[src/rtl/frame_mem_arbiter_pkg.sv]
// Shared definitions for the frame memory arbiter: bus widths, requester
// indices, FSM state encoding and small index helpers.
package frame_mem_arbiter_pkg;

  localparam int unsigned ADDR_W = 18;
  localparam int unsigned DATA_W = 8;

  localparam logic [1:0] REQ_LOADER    = 2'd0;
  localparam logic [1:0] REQ_DSP       = 2'd1;
  localparam logic [1:0] REQ_RETRIEVER = 2'd2;

  typedef enum logic [1:0] {
    IDLE    = 2'b00,
    OWNED   = 2'b01,
    RELEASE = 2'b10
  } state_t;

  // One-hot grant vector to requester index (zero vector maps to loader).
  function automatic logic [1:0] onehot_to_idx(input logic [2:0] oh);
    if (oh[1])      return REQ_DSP;
    else if (oh[2]) return REQ_RETRIEVER;
    else            return REQ_LOADER;
  endfunction

  // Next requester in the circular order 0 -> 1 -> 2 -> 0.
  function automatic logic [1:0] next_idx(input logic [1:0] idx);
    return (idx == REQ_RETRIEVER) ? REQ_LOADER : idx + 2'd1;
  endfunction

endpackage

[src/rtl/frame_mem_arbiter_if.sv]
// Client and memory-side signals of the frame memory arbiter.
// slave: arbiter view; master: clients plus memory primitive view.
interface frame_mem_arbiter_if;
  import frame_mem_arbiter_pkg::*;

  logic [2:0]        req;
  logic [2:0]        acc;
  logic [2:0]        we;
  logic [ADDR_W-1:0] addr0;
  logic [ADDR_W-1:0] addr1;
  logic [ADDR_W-1:0] addr2;
  logic [DATA_W-1:0] wdata0;
  logic [DATA_W-1:0] wdata1;
  logic [DATA_W-1:0] wdata2;
  logic [2:0]        gnt;
  logic [2:0]        rvalid;
  logic [DATA_W-1:0] rdata;
  logic              mem_en;
  logic              mem_we;
  logic [ADDR_W-1:0] mem_addr;
  logic [DATA_W-1:0] mem_wdata;
  logic [DATA_W-1:0] mem_rdata;
  logic              busy;

  modport slave (
    input  req, acc, we, addr0, addr1, addr2, wdata0, wdata1, wdata2, mem_rdata,
    output gnt, rvalid, rdata, mem_en, mem_we, mem_addr, mem_wdata, busy
  );

  modport master (
    output req, acc, we, addr0, addr1, addr2, wdata0, wdata1, wdata2, mem_rdata,
    input  gnt, rvalid, rdata, mem_en, mem_we, mem_addr, mem_wdata, busy
  );

endinterface

[src/rtl/frame_mem_arbiter_arb_pick.sv]
// Combinational winner selection returning a one-hot pick.
// ARB_ROUND_ROBIN_EN selects round-robin from rr_last; otherwise fixed
// priority loader > downsampler > retriever.
module arb_pick (
  input  logic [2:0] req,
`ifdef ARB_ROUND_ROBIN_EN
  input  logic [1:0] rr_last,
`endif
  output logic [2:0] pick
);
  import frame_mem_arbiter_pkg::*;

`ifdef ARB_ROUND_ROBIN_EN
  logic [1:0] cand;
  logic       found;

  // Search starts at the requester after the last owner and walks the ring.
  always_comb begin
    pick  = '0;
    found = 1'b0;
    cand  = next_idx(rr_last);
    for (int unsigned k = 0; k < 3; k++) begin
      if (!found && req[cand]) begin
        pick[cand] = 1'b1;
        found      = 1'b1;
      end
      cand = next_idx(cand);
    end
  end
`else
  // Lowest index wins.
  always_comb begin
    pick = '0;
    if (req[REQ_LOADER])         pick[REQ_LOADER]    = 1'b1;
    else if (req[REQ_DSP])       pick[REQ_DSP]       = 1'b1;
    else if (req[REQ_RETRIEVER]) pick[REQ_RETRIEVER] = 1'b1;
  end
`endif

endmodule

[src/rtl/frame_mem_arbiter.sv]
// Three-client arbiter for the single-port frame memory. A granted client
// holds the memory until it drops req, followed by a one-cycle turnaround.
// Optional macro: ARB_ROUND_ROBIN_EN (round-robin instead of fixed priority).
module frame_mem_arbiter (
  input logic               clk,
  input logic               rst_n,
  frame_mem_arbiter_if.slave bus
);
  import frame_mem_arbiter_pkg::*;

  state_t     state, state_nxt;
  logic [1:0] owner, owner_nxt;
  logic [2:0] gnt_q, gnt_nxt;
  logic [2:0] rvalid_q;
  logic [2:0] pick;

`ifdef ARB_ROUND_ROBIN_EN
  logic [1:0] rr_last;

  arb_pick u_pick (
    .req     (bus.req),
    .rr_last (rr_last),
    .pick    (pick)
  );

  // Remember the last winner; reset value makes the loader win first.
  always_ff @(posedge clk or negedge rst_n) begin
    if (!rst_n)                         rr_last <= REQ_RETRIEVER;
    else if (state == IDLE && |bus.req) rr_last <= onehot_to_idx(pick);
  end
`else
  arb_pick u_pick (
    .req  (bus.req),
    .pick (pick)
  );
`endif

  // State, owner and grant registers.
  always_ff @(posedge clk or negedge rst_n) begin
    if (!rst_n) begin
      state <= IDLE;
      owner <= REQ_LOADER;
      gnt_q <= '0;
    end else begin
      state <= state_nxt;
      owner <= owner_nxt;
      gnt_q <= gnt_nxt;
    end
  end

  // Next-state: arbitrate in IDLE, hold while owner requests, one turnaround cycle.
  always_comb begin
    state_nxt = state;
    owner_nxt = owner;
    gnt_nxt   = gnt_q;
    case (state)
      IDLE: begin
        if (|bus.req) begin
          state_nxt = OWNED;
          gnt_nxt   = pick;
          owner_nxt = onehot_to_idx(pick);
        end
      end
      OWNED: begin
        if (!bus.req[owner]) begin
          state_nxt = RELEASE;
          gnt_nxt   = '0;
        end
      end
      RELEASE: state_nxt = IDLE;
      default: begin
        state_nxt = IDLE;
        gnt_nxt   = '0;
      end
    endcase
  end

  // Memory port mux driven from the registered owner; idle outside OWNED.
  always_comb begin
    bus.mem_en    = 1'b0;
    bus.mem_we    = 1'b0;
    bus.mem_addr  = '0;
    bus.mem_wdata = '0;
    if (state == OWNED) begin
      bus.mem_en = bus.acc[owner];
      bus.mem_we = bus.acc[owner] & bus.we[owner];
      case (owner)
        REQ_DSP: begin
          bus.mem_addr  = bus.addr1;
          bus.mem_wdata = bus.wdata1;
        end
        REQ_RETRIEVER: begin
          bus.mem_addr  = bus.addr2;
          bus.mem_wdata = bus.wdata2;
        end
        default: begin
          bus.mem_addr  = bus.addr0;
          bus.mem_wdata = bus.wdata0;
        end
      endcase
    end
  end

  // Read-valid tag follows the memory's one-cycle read latency.
  always_ff @(posedge clk or negedge rst_n) begin
    if (!rst_n) rvalid_q <= '0;
    else        rvalid_q <= gnt_q & bus.acc & ~bus.we;
  end

  assign bus.gnt    = gnt_q;
  assign bus.rvalid = rvalid_q;
  assign bus.rdata  = bus.mem_rdata;
  assign bus.busy   = (state != IDLE);

endmodule

[src/flat_wrapper.sv]
// flat-port wrapper written by rule: the top's interface ports become plain ports
module frame_mem_arbiter_flat import frame_mem_arbiter_pkg::*;
  (clk, rst_n, bus_req, bus_acc, bus_we, bus_addr0, bus_addr1, bus_addr2, bus_wdata0, bus_wdata1, bus_wdata2, bus_mem_rdata, bus_gnt, bus_rvalid, bus_rdata, bus_mem_en, bus_mem_we, bus_mem_addr, bus_mem_wdata, bus_busy);
  frame_mem_arbiter_if bus_i ();
  input logic clk;
  input logic rst_n;
  input wire logic [$bits(bus_i.req)-1:0] bus_req;
  input wire logic [$bits(bus_i.acc)-1:0] bus_acc;
  input wire logic [$bits(bus_i.we)-1:0] bus_we;
  input wire logic [$bits(bus_i.addr0)-1:0] bus_addr0;
  input wire logic [$bits(bus_i.addr1)-1:0] bus_addr1;
  input wire logic [$bits(bus_i.addr2)-1:0] bus_addr2;
  input wire logic [$bits(bus_i.wdata0)-1:0] bus_wdata0;
  input wire logic [$bits(bus_i.wdata1)-1:0] bus_wdata1;
  input wire logic [$bits(bus_i.wdata2)-1:0] bus_wdata2;
  input wire logic [$bits(bus_i.mem_rdata)-1:0] bus_mem_rdata;
  output wire logic [$bits(bus_i.gnt)-1:0] bus_gnt;
  output wire logic [$bits(bus_i.rvalid)-1:0] bus_rvalid;
  output wire logic [$bits(bus_i.rdata)-1:0] bus_rdata;
  output wire logic [$bits(bus_i.mem_en)-1:0] bus_mem_en;
  output wire logic [$bits(bus_i.mem_we)-1:0] bus_mem_we;
  output wire logic [$bits(bus_i.mem_addr)-1:0] bus_mem_addr;
  output wire logic [$bits(bus_i.mem_wdata)-1:0] bus_mem_wdata;
  output wire logic [$bits(bus_i.busy)-1:0] bus_busy;
  assign bus_i.req = bus_req;
  assign bus_i.acc = bus_acc;
  assign bus_i.we = bus_we;
  assign bus_i.addr0 = bus_addr0;
  assign bus_i.addr1 = bus_addr1;
  assign bus_i.addr2 = bus_addr2;
  assign bus_i.wdata0 = bus_wdata0;
  assign bus_i.wdata1 = bus_wdata1;
  assign bus_i.wdata2 = bus_wdata2;
  assign bus_i.mem_rdata = bus_mem_rdata;
  assign bus_gnt = bus_i.gnt;
  assign bus_rvalid = bus_i.rvalid;
  assign bus_rdata = bus_i.rdata;
  assign bus_mem_en = bus_i.mem_en;
  assign bus_mem_we = bus_i.mem_we;
  assign bus_mem_addr = bus_i.mem_addr;
  assign bus_mem_wdata = bus_i.mem_wdata;
  assign bus_busy = bus_i.busy;
  frame_mem_arbiter u_core (.clk(clk), .rst_n(rst_n), .bus(bus_i));
endmodule
[config.mk]
export PLATFORM = sky130hd
export DESIGN_NAME = frame_mem_arbiter_flat
export DESIGN_NICKNAME = d
export VERILOG_FILES = /design/src/rtl/frame_mem_arbiter_pkg.sv /design/src/rtl/frame_mem_arbiter_if.sv /design/src/rtl/frame_mem_arbiter_arb_pick.sv /design/src/rtl/frame_mem_arbiter.sv /design/src/flat_wrapper.sv
export SDC_FILE = /design/constraint.sdc
export NUM_CORES = 1
export LEC_CHECK = 0
export CORE_ASPECT_RATIO = 0.5
export CORE_MARGIN = 1.5
export CORE_UTILIZATION = 30
export CTS_CLUSTER_DIAMETER = 80
export DETAILED_ROUTE_END_ITERATION = 16
export PLACE_DENSITY_LB_ADDON = 0.08
export SYNTH_ARGS = -nofsm -noshare
export SYNTH_HDL_FRONTEND = slang
export SYNTH_SLANG_ARGS = --single-unit
[constraint.sdc]
create_clock -name clk -period 2.78 [get_ports clk]
set_clock_uncertainty 0.05 [all_clocks]
set_input_delay 0.278 -clock clk [delete_from_list [all_inputs] [get_ports clk]]
set_output_delay 0.278 -clock clk [all_outputs]
set_load 0.02 [all_outputs]
==> reports/metrics.csv <==
metric;value;unit
CTS tree;yes;
EDFF count, synth;0;
Initial DRT Pass Iterations;4;
R2R Setup Slk;1.36;ns
simple-gate share of the synthesized area;0.333;
Cell variety after synth;28;
largest family of logic cells by synthesized area;simple AND/OR/NAND/NOR gates;
f_max;0.381;GHz
Worst R2R End;u_core.bus.gnt[2]$_DFFE_PN0P_;
placed cell areas;2420;um2
family with the most delay on the worst path;buffers and inverters;
post-DP HPWL;3.53;mm
Synth Net Count;260;
Max stage delay on crit path;0.65;ns
Synth Flop Type;dfrtp_1;
Num CTS Buffers;3;
RSZ-0062 raised after global routing;no;
Mapped Avg Cell Area;7.79;um2
DRT Wirelength;4.76;mm
Iter 0 DRT Violations;109;
PwrDens;1140;nW/um2
Post-CTS Setup Bufs;0;
GR Util All Layers;0.191;
hold crit path type;in -> async;
Die H;48.7;um
overall power;2.84;mW
final worst path period share;0.945;
Synth Area in Adders;0.0200;
synth top area cells;dfrtp_1 20%, a221oi_1 18%, nor2b_1 13%, nor3_1 11%, buf_4 4.8%;
Slew HR;0.689;
CP max-delay cell;clkdlybuf4s50_1;
n_diodes;0;
final setup vio count;0;
switching pwr;1.34;mW
Slew Limit Fails;0;
vias in the first global route;1458;
Critical Path RT;2.45;ns
CP Launch Type;flip-flop;
worst-case reg-to-reg path depth;4;
max cap viols;0;
CP Cell Sequence;buf_4, inv_1, ha_1, buf_4, a221oi_1, nor3_1, clkdlybuf4s50_1;
XOR/XNOR share of the synthesized area;0;
starting density of the core;0.316;
Setup crit end kind;primary output;
Syn. warnings;0;
Reg area;250;um2
die area;4600;um2
Fin. Hold Viols;0;
Synth top cells by count;27 x nor2b_1, 27 x nor3_1, 26 x a221oi_1, 10 x dfrtp_1, 9 x nand2_1;
Avg Vias per Cell;5.14;
Clock transition at path regs;0.05;ns
cell mode on critical path;buf_4;
combinational power share;0.840;
fin cells;320;
WS Path Type;reg -> out;
wire per inst;14.9;um
Seq/Total Area, Yosys;0.200;
first-pass GRT wire length;7.17;mm
Clock Power Share;0.065;
CTS max path bufs;2;
Routed Antenna Nets;0;
Final min period;2.63;ns
antenna violations before repair;0;
Die W;94.4;um
Synth Area in Compound Gates;0.267;
mux share of post-synthesis cell area;0.0359;
Remaining Overflow, GRT;0;
Placeable Area;3960;um2
Synth async-reset ratio;1.00;
area of the multi-input gates;836;um2
static leakage;0.909;nW
io pins;140;
FF-to-FF Start;u_core.owner[1]$_DFFE_PN0P_;
leading area contributor after synthesis;dfrtp_1;
clk root buf;clkbuf_8;
via count;1644;
Seq pwr share;0.095;
VDD IR max;0.616;mV
share of layout cells above drive strength 1;0.0526;
result of the run;finished clean;
I/O Buffers;123;
GP Congestion;0.776;
Worst-Skew Late Latency;0.24;ns
dpl cells;316;
post-synthesis cell area;1250;um2
NumNets Final;366;
top-area cell type share of the netlist area;0.200;
Critical path buffers and inverters;4;
Int Pwr;1.50;mW
FF+latch count, synth;10;
num rows;16;
switch share;0.471;
Layout area overhead;98.3;%
CTS Hold Bufs;0;
CTS sink count;10;
design area;2490;um2
post-synthesis cell count;161;
Layout Utilization;0.627;
H-tree depth;1;
Critical Path AT;2.30;ns
CP max FO;26;
Least-Margin Pin Slew;0.466;ns
# fillers;358;
pin count of the biggest net entering global routing;53;
# DRC;0;
-- cell families after synthesis --
family / Yosys count
mux: 4
buf+inv: 28
flops: 10
simple gates: 77
compound gates: 40
fa+ha+maj: 2
-- sequential cells by signal, indices dropped and copies added (netlist names) --
register and flops:
u_core.state 2, u_core.owner 2, u_core.bus.gnt 3, u_core.bus.rvalid 3
-- worst max path at each step --
stage,startpoint,endpoint,slack (ns),depth (start not counted)
floorplan,u_core.owner[0]$_DFFE_PN0P_,bus_mem_addr[13],0.72,6
global placement,u_core.owner[0]$_DFFE_PN0P_,bus_mem_wdata[0],0.06,5
detailed placement,u_core.owner[0]$_DFFE_PN0P_,bus_mem_addr[14],-0.002,5
CTS,u_core.owner[0]$_DFFE_PN0P_,bus_mem_addr[14],0.07,5
global route,u_core.owner[1]$_DFFE_PN0P_,bus_mem_wdata[0],0.02,7
finish,u_core.owner[1]$_DFFE_PN0P_,bus_mem_addr[16],0.15,7
-- cells in the final DEF, fill, tap and decap left out --
master and instances:
a221oi_1 26, and3b_2 1, o22ai_1 3, and2_1 1
and2b_1 1, nor4_1 1, dfrtp_1 10, nor2_1 8
ha_1 1, nand2b_1 1, buf_4 2, clkdlybuf4s50_1 123
clkbuf_8 4, nor3_1 27, nand2b_4 1, mux2_4 1
a21oi_1 1, o22a_2 2, inv_1 3, ha_4 1
buf_12 1, o21bai_1 1, o21ai_0 3, a2bb2oi_1 2
nand2_1 9, nor2b_1 27, mux2i_1 3, a211oi_1 1
a21oi_4 1
-- through the flow --
step / setup TNS, ns / worst slack, ns / hold WS, ns
after floorplan: 0 / 0.715 / -0.0676
after global placement: 0 / 0.0562 / 0.489
after detailed placement: -0.00195 / -0.00195 / 0.484
after CTS: 0 / 0.0666 / 0.324
after global routing: 0 / 0.0220 / 0.340
final: 0 / 0.154 / 0.313
-- routing by layer --
metal	GRT usage	up-vias	share of wire
li1	-	803	-
met1	0.232	787	0.44
met2	0.360	48	0.49
met3	0.0267	6	0.073
met4	0.0299	0	0.0042
met5	0	-	0
-- power groups by stage --
stage          combinational, mW  sequential (mW)  clock [mW]
2_1_floorplan               1.52            0.270           0
3_3_place_gp                2.33            0.262           0
3_5_place_dp                2.36            0.265           0
4_1_cts                     2.37            0.264       0.188
5_1_grt                     2.57            0.275       0.197
6_report                    2.38            0.270       0.184
-- final cells by class --
class                           count  share of cell area
Clock buffer                        4              0.0221
Inverter                            3             0.00453
Multi-Input combinational cell    123               0.336
Sequential cell                    10               0.101
Tap cell                           54              0.0272
Timing Repair Buffer              126               0.509
-- what timing repair did --
action                     in CTS  in global routing
cloned                          0                  0
resized for setup               1                  1
setup endpoints to repair      26                 19
Note: power is estimated with default switching activity, not from simulation.
